<file path="src/rtl/util_delay_pipe.sv">
// util_delay_pipe: valid-tagged multi-bit delay line with whole-pipe stall and flush.
// Keeps a datapath word aligned with the single-bit control delay lines downstream.
package util_delay_pipe_pkg;
    typedef struct packed {
        logic clk;
        logic rst_n;
    } Data_Control_Control_T;
endpackage

module util_delay_pipe
    import util_delay_pipe_pkg::*;
#(
    parameter int               WIDTH = 32,
    parameter int               DELAY = 3,
    parameter logic [WIDTH-1:0] RESET = '0,
    localparam int              CW    = ($clog2(DELAY + 1) > 1) ? $clog2(DELAY + 1) : 1
) (
    input  Data_Control_Control_T ctrl,
    input  logic                  stall,
    input  logic                  flush,
    input  logic                  in_valid,
    input  logic [WIDTH-1:0]      in_data,
    output logic                  out_valid,
    output logic [WIDTH-1:0]      out_data,
    output logic [CW-1:0]         count,
    output logic                  busy
);

    if (DELAY == 0) begin : g_pass
        // No storage at all: clock, reset and stall have nothing to act on.
        logic unused_inputs;
        assign unused_inputs = &{1'b0, stall, ctrl};

        assign out_valid = in_valid & ~flush;
        assign out_data  = out_valid ? in_data : RESET;
        assign count     = '0;
        assign busy      = 1'b0;
    end else begin : g_pipe
        logic             clk;
        logic             rst_n;
        logic [DELAY-1:0] v;
        logic [WIDTH-1:0] d [DELAY];
        logic [CW-1:0]    cnt;

        assign clk   = ctrl.clk;
        assign rst_n = ctrl.rst_n;

        // Invalid slots always carry RESET so out_data is clean whenever out_valid is low.
        always_ff @(posedge clk) begin
            if (!rst_n || flush) begin
                v   <= '0;
                cnt <= '0;
                for (int i = 0; i < DELAY; i++) begin
                    d[i] <= RESET;
                end
            end else if (!stall) begin
                v[0] <= in_valid;
                d[0] <= in_valid ? in_data : RESET;
                for (int i = 1; i < DELAY; i++) begin
                    v[i] <= v[i-1];
                    d[i] <= d[i-1];
                end
                // Modular arithmetic: a full pipe taking and emitting together nets to DELAY.
                cnt <= cnt + CW'(in_valid) - CW'(v[DELAY-1]);
            end
        end

        assign out_valid = v[DELAY-1];
        assign out_data  = d[DELAY-1];
        assign count     = cnt;
        assign busy      = (cnt != '0);
    end

endmodule

</file>
<file path="config.mk">
export PLATFORM = sky130hd
export DESIGN_NAME = util_delay_pipe
export DESIGN_NICKNAME = d
export VERILOG_FILES = /design/src/rtl/util_delay_pipe.sv
export SDC_FILE = /design/constraint.sdc
export NUM_CORES = 1
export LEC_CHECK = 0
export ABC_CLOCK_PERIOD_IN_PS = 7500
export BUFFER_PORTS_ARGS = -buffer_cell sky130_fd_sc_hd__buf_4
export CORE_MARGIN = 2
export CORE_UTILIZATION = 30
export DETAILED_ROUTE_END_ITERATION = 12
export GPL_TIMING_DRIVEN = 0
export PLACE_DENSITY = 0.55
export REMOVE_ABC_BUFFERS = 1
export SLEW_MARGIN = 20
export SYNTH_ARGS = -nofsm -noshare
export SYNTH_HDL_FRONTEND = slang
export SYNTH_SLANG_ARGS = --single-unit
</file>
<file path="constraint.sdc">
create_clock -name ctrl -period 7.5 [get_ports ctrl]
set_clock_uncertainty 0.15 [all_clocks]
set_input_delay 1.5 -clock ctrl [delete_from_list [all_inputs] [get_ports ctrl]]
set_output_delay 1.5 -clock ctrl [all_outputs]
set_load 0.005 [all_outputs]
</file>
==> impl_metrics.yaml <==
clock_network:
  cts_hold_buf: 0
  post_cts_resized: 0
  cts_tree: "built"
  cts_setup_buffers: 0
  cts.reportedPaths.clkPinSlew_ns: 0.06
  clk_latency_ns: 0.33
routing:
  vias: 2119
  dr.pass1.iters: 4
  drc: 0
  vias_per_cell: 4.006
  ant_nets: 0
  routedWlPerCell_um: 11.92
  wl_mm: 6.306
  drt_iter0_markers: 138
hold_path:
  hold_end: "g_pipe.v[2]"
  hold_start: "ctrl[0]"
  min_path_type: "clock port to register"
  min_path_cells: 6
critical_path:
  critical_path_required_ns: 7.44
  r2r-end: "count[1]"
  r2r_cells: 7
  path_max_fanout: 9
  regToRegStartpoint: "count[0]"
  crit_path_start_kind: "clock port"
  cp.arrival_ns: 4.88
  worstSetupEndpointType: "register"
  r2r_slack_ns: 5.80
  critPathLaunch: "ctrl[0]"
  crit_type: "clock port to register"
yosys:
  synth.avg_cell_area_sq_um: 15.66
  synth-seq-cells: 101
  ys_seq_area_frac: 0.7297
  synth_area_sq_um: 4088
  yosysWarningCount: 0
  synth.distinct_cells: 19
  postSynthCellCount: 261
grt:
  overflow: 0
  grt_first_pass_wirelength_mm: 10.45
  gr-usage-met3: 0.1618
  use_met2: 0.09499
  grt_max_degree: 18
  gr-max-usage-layer: "met4"
  antenna_found_initial: 0
  grtUsageTotal: 0.1053
  grt_pass1_vias: 3172
  globalRouteMet1Util: 0.04672
die:
  initial_utilization: 0.3075
  std_cell_rows: 42
  die_x_um: 120.7
  dieArea_sq_um: 14580
  core_sq_um: 13300
  die_y_um: 120.7
  ioPinCount: 73
layout:
  num_antenna_cells: 0
  drive_gt1_frac: 0.3768
  final_cell_mix: "and2_1, edfxtp_1, buf_4"
  nets: 369
  area_growth_syn_to_layout_pct: 41.60
timing:
  rsz0062_at_grt: "no"
  finalHoldViolations: 0
  maxSlewHeadroom: 0.8822
  finalMaxSlewViolations: 0
  tightest_slew_ns: 0.1754
  tns_ns: 0
  setup_viol: 0
  worst_slack_ns: 2.561
placed_design:
  pre_cts_slack_ns: 0.7527
  gp_congestion: 0.6068
  port_buffers: 71
  dp_hpwl_mm: 3.207
power_and_ir_drop:
  powerDensity_nw_per_um2: 343.0
  ir_worst_vdd_mv: 0.1092
  leakagePower_nw: 2.512
flow_run:
  max-cap-violations: 0
outcome:
  status: "completed"
-- stage by stage --
stage          utilization  hold WS (ns)  std cells  power, mW  area (sq um)
4_1_cts             0.4353        0.2047        529      2.030          5788
3_3_place_gp        0.3404       0.08858        466      1.104          4526
3_5_place_dp        0.3404       0.08857        466      1.109          4526
6_report            0.4353        0.2086        529      1.985          5788
2_1_floorplan            -       0.08858        219     0.9949          3772
5_1_grt             0.4353        0.2281        529      2.087          5788
-- worst max-delay path by stage --
stage	slack, ns	end
finish	2.56	g_pipe.d[0][35]
global route	2.53	g_pipe.d[0][35]
CTS	2.55	g_pipe.d[0][35]
detailed placement	0.75	g_pipe.d[0][0]
global placement	0.75	g_pipe.d[0][0]
floorplan	0.75	g_pipe.d[0][0]
-- cell families after synthesis --
logic type	Yosys count	synth area share
AO/OA/AOI/OAI	3	0.003672
XOR/XNOR	1	0.002143
adder cells (fa/ha/maj)	2	0.006121
buffers and inverters	44	0.07897
flip-flops	101	0.7297
multiplexers	3	0.007346
AND/OR/NAND/NOR	107	0.1720
-- layer usage --
| layer | vias to the layer above | part of all wire |
|---|---|---|
| li1 | 1020 | - |
| met1 | 973 | 0.36 |
| met2 | 106 | 0.49 |
| met3 | 20 | 0.12 |
| met4 | 0 | 0.033 |
| met5 | - | 0 |
-- layout make-up --
cell class	count	area, sq um
Clock inverter	21	275.3
Timing Repair Buffer	71	533.0
Inverter	2	7.507
Clock buffer	42	987.2
Multi-Input combinational cell	116	782.0
Tap cell	176	220.2
Sequential cell	101	2983
Fill cell	1165	7507
-- registers in the layout, indices dropped and copies added, names as in the netlist --
name and count:
g_pipe.d 96, count 2, g_pipe.v 3
-- cell usage after synthesis --
cell | n | area (sq um)
buf_6 | 4 | 45.04
nor2_1 | 3 | 11.26
nand3b_1 | 1 | 7.510
nor2_8 | 2 | 40.04
dfxtp_1 | 5 | 100.1
nand2b_4 | 2 | 27.53
o21ai_0 | 1 | 5.000
nand2_1 | 1 | 3.750
or3_1 | 1 | 6.260
inv_1 | 2 | 7.510
edfxtp_1 | 96 | 2883
xnor2_1 | 1 | 8.760
and2_1 | 96 | 600.6
buf_4 | 32 | 240.2
a21oi_1 | 2 | 10.01
ha_1 | 2 | 25.02
or2_2 | 1 | 6.260
mux2i_1 | 3 | 30.03
clkbuf_2 | 6 | 30.03
-- worst max-delay path, stage by stage --
cell and delay (ns):
clkbuf_16 0.13, clkbuf_16 0.13, nand2b_4 0.06, clkbuf_16 0.13
clkbuf_16 0.14, nor2_8 0.03, clkbuf_16 0.18, clkbuf_16 0.16
and2_1 0.16
-- where the power goes --
group / internal, mW / switching (mW) / total (mW) / leakage [nW]
registers: 0.834 / 0.0366 / 0.870 / 1.16
logic: 0.0814 / 0.0352 / 0.117 / 0.418
clock network: 0.624 / 0.374 / 0.998 / 0.939
No activity file was read; power rests on OpenSTA's default activity.
